===== src/rtl/offset_finder_pkg.sv =====
// Shared constants and state encoding for the LFSR offset finder.
package offset_finder_pkg;

  localparam int                LFSR_W    = 17;
  localparam logic [LFSR_W-1:0] LFSR_SEED = 17'h00001;
  localparam logic [LFSR_W-1:0] MAX_STEPS = 17'h1FFFF;

  typedef enum logic [1:0] {
    IDLE   = 2'd0,
    SEARCH = 2'd1,
    DONE   = 2'd2
  } state_t;

endpackage


===== src/rtl/offset_finder_unit_lfsr_step.sv =====
// One Fibonacci-style LFSR advance: shift left, feedback = parity of tapped bits.
module lfsr_step
  import offset_finder_pkg::*;
(
  input  logic [LFSR_W-1:0] state,
  input  logic [LFSR_W-1:0] polynomial,
  output logic [LFSR_W-1:0] next
);

  assign next = {state[LFSR_W-2:0], ^(state & polynomial)};

endmodule


===== src/rtl/offset_finder_unit.sv =====
// Steps an LFSR from the seed and reports how many steps it takes to reach data.
// Optional feature: OFFSET_EARLY_ABORT_EN stops the search when the LFSR cycles back to the seed.
module offset_finder_unit
  import offset_finder_pkg::*;
#(
  parameter logic [LFSR_W-1:0] MAX_CNT = MAX_STEPS
) (
  input  logic              clk_72MHz,
  input  logic              reset,
  input  logic [LFSR_W-1:0] polynomial,
  input  logic [LFSR_W-1:0] data,
  input  logic              enable,
  output logic [LFSR_W-1:0] offset,
  output logic              ready
);

`ifdef OFFSET_EARLY_ABORT_EN
  localparam logic EARLY_ABORT = 1'b1;
`else
  localparam logic EARLY_ABORT = 1'b0;
`endif

  state_t            fsm;
  logic [LFSR_W-1:0] lfsr_p0;
  logic [LFSR_W-1:0] count_p0;
  logic [LFSR_W-1:0] lfsr_nxt;
  logic [LFSR_W-1:0] count_p1;
  logic              vld_p1;
  logic              match_p1;
  logic              seed_p1;
  logic              no_search;

  lfsr_step u_lfsr_step (
    .state      (lfsr_p0),
    .polynomial (polynomial),
    .next       (lfsr_nxt)
  );

  assign no_search = (polynomial == '0) || (data == '0);

  always_ff @(posedge clk_72MHz or posedge reset) begin
    if (reset) begin
      fsm      <= IDLE;
      lfsr_p0  <= LFSR_SEED;
      count_p0 <= '0;
      count_p1 <= '0;
      vld_p1   <= 1'b0;
      match_p1 <= 1'b0;
      seed_p1  <= 1'b0;
      offset   <= '0;
      ready    <= 1'b0;
    end else if (!enable) begin
      fsm      <= IDLE;
      lfsr_p0  <= LFSR_SEED;
      count_p0 <= '0;
      count_p1 <= '0;
      vld_p1   <= 1'b0;
      match_p1 <= 1'b0;
      seed_p1  <= 1'b0;
      offset   <= '0;
      ready    <= 1'b0;
    end else begin
      case (fsm)
        IDLE: begin
          fsm      <= SEARCH;
          lfsr_p0  <= LFSR_SEED;
          count_p0 <= '0;
          count_p1 <= '0;
          vld_p1   <= 1'b0;
          match_p1 <= 1'b0;
          seed_p1  <= 1'b0;
          offset   <= '0;
          ready    <= 1'b0;
        end
        SEARCH: begin
          if (no_search) begin
            fsm    <= DONE;
            offset <= '0;
            ready  <= 1'b1;
          end else if (vld_p1 && match_p1) begin
            fsm    <= DONE;
            offset <= count_p1;
            ready  <= 1'b1;
          end else if (vld_p1 && ((count_p1 == MAX_CNT) || seed_p1)) begin
            fsm    <= DONE;
            offset <= '0;
            ready  <= 1'b1;
          end else begin
            // p0 -> p1: step the LFSR while comparing the value it already holds
            if (count_p0 != MAX_CNT) begin
              lfsr_p0  <= lfsr_nxt;
              count_p0 <= count_p0 + 1'b1;
            end
            vld_p1   <= (count_p0 != '0);
            match_p1 <= (lfsr_p0 == data);
            seed_p1  <= EARLY_ABORT && (lfsr_p0 == LFSR_SEED);
            count_p1 <= count_p0;
          end
        end
        DONE: begin
          fsm <= DONE;
        end
        default: begin
          fsm    <= IDLE;
          offset <= '0;
          ready  <= 1'b0;
        end
      endcase
    end
  end

endmodule


===== config.mk =====
export PLATFORM = sky130hd
export DESIGN_NAME = offset_finder_unit
export DESIGN_NICKNAME = d
export VERILOG_FILES = /design/src/rtl/offset_finder_pkg.sv /design/src/rtl/offset_finder_unit_lfsr_step.sv /design/src/rtl/offset_finder_unit.sv
export SDC_FILE = /design/constraint.sdc
export NUM_CORES = 1
export LEC_CHECK = 0
export ABC_AREA = 1
export CAP_MARGIN = 20
export CORE_MARGIN = 2
export CORE_UTILIZATION = 51
export DETAILED_ROUTE_END_ITERATION = 16
export GPL_TIMING_DRIVEN = 1
export PLACE_DENSITY_LB_ADDON = 0.1
export SLEW_MARGIN = 20
export SYNTH_ARGS = -nofsm -noshare
export SYNTH_HDL_FRONTEND = slang
export SYNTH_SLANG_ARGS = --single-unit

===== constraint.sdc =====
create_clock -name clk_72MHz -period 2.3 [get_ports clk_72MHz]
set_clock_uncertainty 0.05 [all_clocks]
set_input_delay 0.46 -clock clk_72MHz [delete_from_list [all_inputs] [get_ports clk_72MHz]]
set_output_delay 0.46 -clock clk_72MHz [all_outputs]
set_load 0.005 [all_outputs]

After elaboration in Yosys (flattened, before gate mapping)
Cells that the tools add are included.

storage, ports and cells
  flip-flop bits (word level) = 74
  bits of input ports = 37
  output and inout port bits = 18
  word-level logic and storage cells = 82

operators by class
  $add $sub $neg = 1
  equality and inequality tests = 12
  mux-type cells = 47
  bitwise logic cells = 1
  reductions and logical operators = 12

operators with widths
  kind                                                             number
  17-bit 2-to-1 mux                                                18
  17-bit case mux with 2 select lines                              4
  17-bit zero test                                                 2
  17-bit by 1-bit adder with 17-bit output, second input constant  1
  17-bit bitwise AND                                               1
  17-bit == test                                                   1
  17-bit == test, second input constant                            1
  17-bit != test, second input constant                            1
  17-bit nonzero test                                              1
  17-bit XOR reduction                                             1
  1-bit 2-to-1 mux                                                 16
  3-bit != test, second input constant                             4
  2-bit 2-to-1 mux                                                 4
  1-bit case mux with 2 select lines                               4
  2-bit case mux with 3 select lines                               1
  5-bit != test, second input constant                             1
  5-bit AND reduction                                              1
  4-bit AND reduction                                              1
  3-bit by 1-bit != test with 1-bit output, second input constant  1
  2-bit by 1-bit == test with 1-bit output, second input constant  1
  2-bit == test, second input constant                             1
  1-bit logical AND                                                2
  2-bit zero test                                                  1
  1-bit logical OR                                                 2
  other kinds (2)                                                  2

Longest topological paths before layout
  depth after elaboration = 8
  gate-level depth with buffers = 14
  mapped depth without buffers = 14

Modules after synthesis
A second synthesis with hierarchy kept.

second synthesis, totals
  cell total of the unflattened synthesis = 658
  area total of the unflattened synthesis = 4813.4 um2

modules (own cells, without submodules)
  module              times used  cells each  area an instance (um2)  seq. area each (um2)
  offset_finder_unit  1           562         4300.4                  1828.0
  lfsr_step           1           96          513.0                   0.0

Worst setup path after synthesis
OpenSTA, ideal clock, no wires.

  path kind = register to register
  from = reg count_p0[1]
  to = reg lfsr_p0[7]
  library setup time = 0.117 ns
  arrival time = 2.063 ns
  required time = 2.133 ns
  path slack = 0.070 ns
  cell stages (with the launch flop) = 15
  path buffers = 1
  period minus slack after synthesis = 2.230 ns
  cells stage by stage = dfrtp_1 > ha_1 > nand3_1 > nor2_1 > inv_1 > nor4_1 > nand2_1 > nor3_1 > ha_1 > nand2_1 > nand2_8 > nor2_8 > buf_6 > nand2_1 > nand2_1

on the way
  word-level cells in the longest chain between the ends = 3

ends and longest elaborated chain
  what                                  RTL line                  text
  start, declared                       offset_finder_unit.sv:25  logic [LFSR_W-1:0] count_p0;
  start signal, assigned                offset_finder_unit.sv:92  count_p0 <= count_p0 + 1'b1;
  17-bit != test                        offset_finder_unit.sv:90  if (count_p0 != MAX_CNT) begin
  3-bit != test (no source line)        n/a
  5-bit AND reduction (no source line)  n/a
  end signal, assigned                  offset_finder_unit.sv:91  lfsr_p0 <= lfsr_nxt;
  end, declared                         offset_finder_unit.sv:24  logic [LFSR_W-1:0] lfsr_p0;

Every way passes these cells.
A chain may end at the register's enable or synchronous reset.

Worst setup path in the final report
  from = reg count_p0[1]
  to = reg count_p0[10]

on the way
  word-level cells in the longest chain between the ends = 7
  elaborated cells between the ends (all ways) = 10
  classes of those cells = 1 x add/sub; 2 x eq/ne; 6 x mux; 1 x reduce/logical

ends and longest elaborated chain
  what                                      RTL line                  text
  17-bit by 1-bit adder with 17-bit output  offset_finder_unit.sv:92
  17-bit 2-to-1 mux                         offset_finder_unit.sv:90
  17-bit 2-to-1 mux                         offset_finder_unit.sv:84  end else if (vld_p1 && ((count_p1 == MAX_CNT) || seed_p1)) begin
  17-bit 2-to-1 mux                         offset_finder_unit.sv:80  end else if (vld_p1 && match_p1) begin
  17-bit 2-to-1 mux                         offset_finder_unit.sv:76  if (no_search) begin
  17-bit case mux with 2 select lines       offset_finder_unit.sv:63  case (fsm)
  17-bit 2-to-1 mux                         offset_finder_unit.sv:52  end else if (!enable) begin

Parallel ways exist; a longest one is shown, timed or not. The select of a mux whose other input is x is not followed.

==> impl_metrics.ini <==
[status]
outcome = finished, final reports clean

[cts]
postCtsHoldBufs = 0
number_of_buffers_on_the_longest_clock_path = 2
clock_tree.htree_level_count = 3
clock-root-buffer = sky130_fd_sc_hd__clkbuf_8
worst_setup_hold_path_clk_slew_ns = 0.08
clkLatencyLatePin_ns = 0.35
sinks_on_the_clock_net = 73
tritoncts = done
cts-buffers-inserted = 9

[floorplanning]
initial_utilization = 0.529
number_of_i_o_pins = 55
die-area_mm2 = 0.00937
die-width_um = 96.8
die-height_um = 96.8
fp-row-count = 33
core_area_mm2 = 0.00830

[setup_path]
regToRegEndpoint = count_p0[10]
crit_path_end_kind = flip-flop
timing.reg2reg.setup_slack_ns = 0.15
crit_fanout = 12
critical_path.startpoint = count_p0[1]
cpLargestDelayFamily = simple AND/OR/NAND/NOR gates
path_cells = ha_4 > nand3_4 > nor2_4 > inv_2 > nor4_4 > nand2_1 > nor3_2 > ha_2 > nand2_4 > nand2_8 > buf_12 > o21ai_0
r2r-start = count_p0[1]
worstSetupPathDepth = 12
worst-endpoint-required_ns = 2.49
cpPeakStageDelay_ns = 0.40
critical_path.n_buffers_inverters = 2
worst_setup_path_endpoint = count_p0[10]
reg2regPathDepth = 12
critical_path_arrival_ns = 2.34
critical-path-slowest-cell = sky130_fd_sc_hd__dfrtp_1
critical_path.startpoint_type = flip-flop
timing.setup.critical_path_class = flip-flop to flip-flop

[global_routing]
number_of_antenna_violations_at_the_first_check_in_global_routing = 0
vias_in_the_first_global_route = 3798
global_route.usage.total = 0.230
grt_overflow_total = 0
grtUsageMet2 = 0.360
grt_first_pass_wirelength_um = 17700
use_met3 = 0.0484
grt_max_degree = 37
globalRouteMet1Util = 0.338
top_usage_layer = met2

[synth]
synth.distinct_cells = 35
netlist.top_cell.by_area = sky130_fd_sc_hd__dfrtp_1
netlist_top_cells_area = sky130_fd_sc_hd__dfrtp_1 (41%), sky130_fd_sc_hd__nand2_1 (24%), sky130_fd_sc_hd__inv_1 (4.6%), sky130_fd_sc_hd__o21ai_0 (4.0%), sky130_fd_sc_hd__o21ai_2 (3.6%)
synth.net_count = 660
synth_compound_gate_area_share = 0.0895
adder_cell_share_of_the_synthesized_area = 0.0171
mappedNetlistArea_mm2 = 0.00439
synth_top_family_by_area = simple AND/OR/NAND/NOR gates
synth_seq_area_share = 0.416
post_synth_xor_area_fraction = 0.0239
synth-simple-area-share = 0.373
synthesized_netlist_cell_count = 617
ys_warn_count = 0
synthesized_flop_and_latch_total = 73
post_synth.cell_area_avg_um2 = 7.12
mux_contribution_to_synthesized_area = 0
synth_top_area_share = 0.410

[drt]
drc = 0
antenna_violating_nets_remaining = 0
num_vias = 4042
final_wirelength_um = 10500
first_pass_iters = 5
drtIter0Drc = 200
detail_route.vias_per_cell = 5.01
route.detailed.wl_per_inst_um = 13.0

[cells_and_area]
stdcell_count = 807
post_route_cells_drive_above_1_share = 0.131
commonest_non_fill_non_tap_cells_in_the_layout = sky130_fd_sc_hd__nand2_1 (284), sky130_fd_sc_hd__dfrtp_1 (72), sky130_fd_sc_hd__clkdlybuf4s50_1 (54), sky130_fd_sc_hd__inv_1 (52), sky130_fd_sc_hd__nor2_1 (40)
antenna-diode-count = 0
finalNetCount = 740
final_common_cell = sky130_fd_sc_hd__nand2_1
layout-area-overhead-vs-synth_pct = 25.9
final_util = 0.666

[run]
drv_cap = 0

[placement]
gp_congestion = 0.872
place_hpwl_um = 8050
io_buffer_count = 54
dp_cells = 789

[timing]
setup_violations = 0
grt_setup_unrepaired = yes
number_of_hold_slack_violations_in_the_final_timing_report = 0
tightest_slew_ns = 0.651
maxSlewViolCount = 0
slew-limit-headroom = 0.565
finalWorstPathRequiredPeriod_ns = 2.15
timing.final.crit_share = 0.935
achievable-frequency_mhz = 465
setup-tns-final_ns = 0

[power]
power.density_mw_per_mm2 = 550
peak_supply_drop_mv = 0.504
power_leakage_nw = 2.76

[hold_path]
path_type_of_the_worst_min_delay_path = flip-flop to flip-flop
## metal layers
layer / vias to the layer above / routed length, um
li1: 2098 / -
met1: 1842 / 5150
met2: 94 / 4710
met3: 8 / 537
met4: 0 / 82
met5: - / 0
## sequential cells by signal (all words and copies together), names as in the netlist
name,count
lfsr_p0,17
count_p0,17
ready,1
match_p1,1
count_p1,17
fsm,2
offset,17
vld_p1,1
## what timing repair did
action | in CTS | in global routing
pin swaps | 0 | 8
resized for setup | 1 | 21
setup buffers | 0 | 2
endpoints found under the setup margin | 24 | 34
endpoints found under the hold margin | 0 | 0
## how the worst min path moves through the flow
stage	from	slack, ns	end	depth (start not counted)
floorplan	match_p1	0.42	match_p1	2
global placement	offset[7]	0.42	offset[7]	2
detailed placement	offset[14]	0.42	offset[14]	2
CTS	offset[14]	0.44	offset[14]	2
global route	offset[0]	0.46	offset[0]	2
finish	offset[14]	0.44	offset[14]	2
## metrics by stage
stage	total power, mW	cell area [um2]	hold slack [ns]	worst slack [ns]
finish	3.04	5530	0.435	0.148
global route	3.22	5530	0.459	-0.0137
CTS	3.05	5430	0.441	0.0557
detailed placement	2.09	5230	0.421	-0.0868
global placement	2.07	5230	0.416	-0.0530
floorplan	1.90	4390	0.417	0.0701
## worst min-delay path, stage by stage (launching register included)
cell and delay (ns):
sky130_fd_sc_hd__dfrtp_1 0.35, sky130_fd_sc_hd__nand2_1 0.06, sky130_fd_sc_hd__o21ai_2 0.04
## power breakdown
group	leakage [nW]	total [mW]	internal [mW]	switching (mW)
Clock	0.0919	0.956	0.454	0.503
Combinational	1.66	0.727	0.272	0.455
Sequential	1.01	1.36	1.32	0.0344
Total	2.76	3.04	2.05	0.992
## cells by family (layout without fill, tap and decap cells)
logic type / Yosys count / after routing
flops: 73 / 73
buf+inv: 74 / 159
xor+xnor: 12 / 12
compound gates: 64 / 64
fa+ha+maj: 6 / 6
simple gates: 388 / 388
## Yosys cell counts
| library cell | count |
|---|---|
| sky130_fd_sc_hd__nand2_1 | 285 |
| sky130_fd_sc_hd__dfrtp_1 | 72 |
| sky130_fd_sc_hd__inv_1 | 54 |
| sky130_fd_sc_hd__nor2_1 | 41 |
| sky130_fd_sc_hd__o21ai_0 | 35 |
| sky130_fd_sc_hd__nand3_1 | 21 |
| sky130_fd_sc_hd__o21ai_2 | 18 |
| sky130_fd_sc_hd__nand4_1 | 12 |
| sky130_fd_sc_hd__xor2_1 | 9 |
| sky130_fd_sc_hd__buf_6 | 7 |
| sky130_fd_sc_hd__ha_1 | 6 |
| sky130_fd_sc_hd__nor3_1 | 6 |
| sky130_fd_sc_hd__buf_4 | 5 |
| sky130_fd_sc_hd__clkbuf_1 | 5 |
| sky130_fd_sc_hd__a21oi_1 | 4 |
| sky130_fd_sc_hd__nor4_1 | 4 |
| sky130_fd_sc_hd__nand3b_1 | 3 |
| sky130_fd_sc_hd__o21ai_1 | 3 |
| sky130_fd_sc_hd__o22ai_1 | 3 |
| sky130_fd_sc_hd__xnor2_1 | 3 |
| sky130_fd_sc_hd__inv_2 | 2 |
| sky130_fd_sc_hd__nand2_2 | 2 |
| sky130_fd_sc_hd__nand2_4 | 2 |
| sky130_fd_sc_hd__nand2_8 | 2 |
| sky130_fd_sc_hd__or2_1 | 2 |
| sky130_fd_sc_hd__or2_2 | 2 |
| sky130_fd_sc_hd__a31oi_1 | 1 |
| sky130_fd_sc_hd__and2_1 | 1 |
| sky130_fd_sc_hd__and3_1 | 1 |
| sky130_fd_sc_hd__buf_2 | 1 |
| sky130_fd_sc_hd__dfstp_2 | 1 |
| sky130_fd_sc_hd__nor2_2 | 1 |
| sky130_fd_sc_hd__nor2_4 | 1 |
| sky130_fd_sc_hd__nor2_8 | 1 |
| sky130_fd_sc_hd__or4_1 | 1 |
## cell type report
class	count	area (um2)
Clock inverter	5	37.5
Timing Repair Buffer	87	871
Sequential cell	73	1830
Multi-Input combinational cell	470	2290
Tap cell	105	131
Fill cell	738	2770
Clock buffer	11	151
Inverter	56	214
Power figures use the tool's default switching activity.
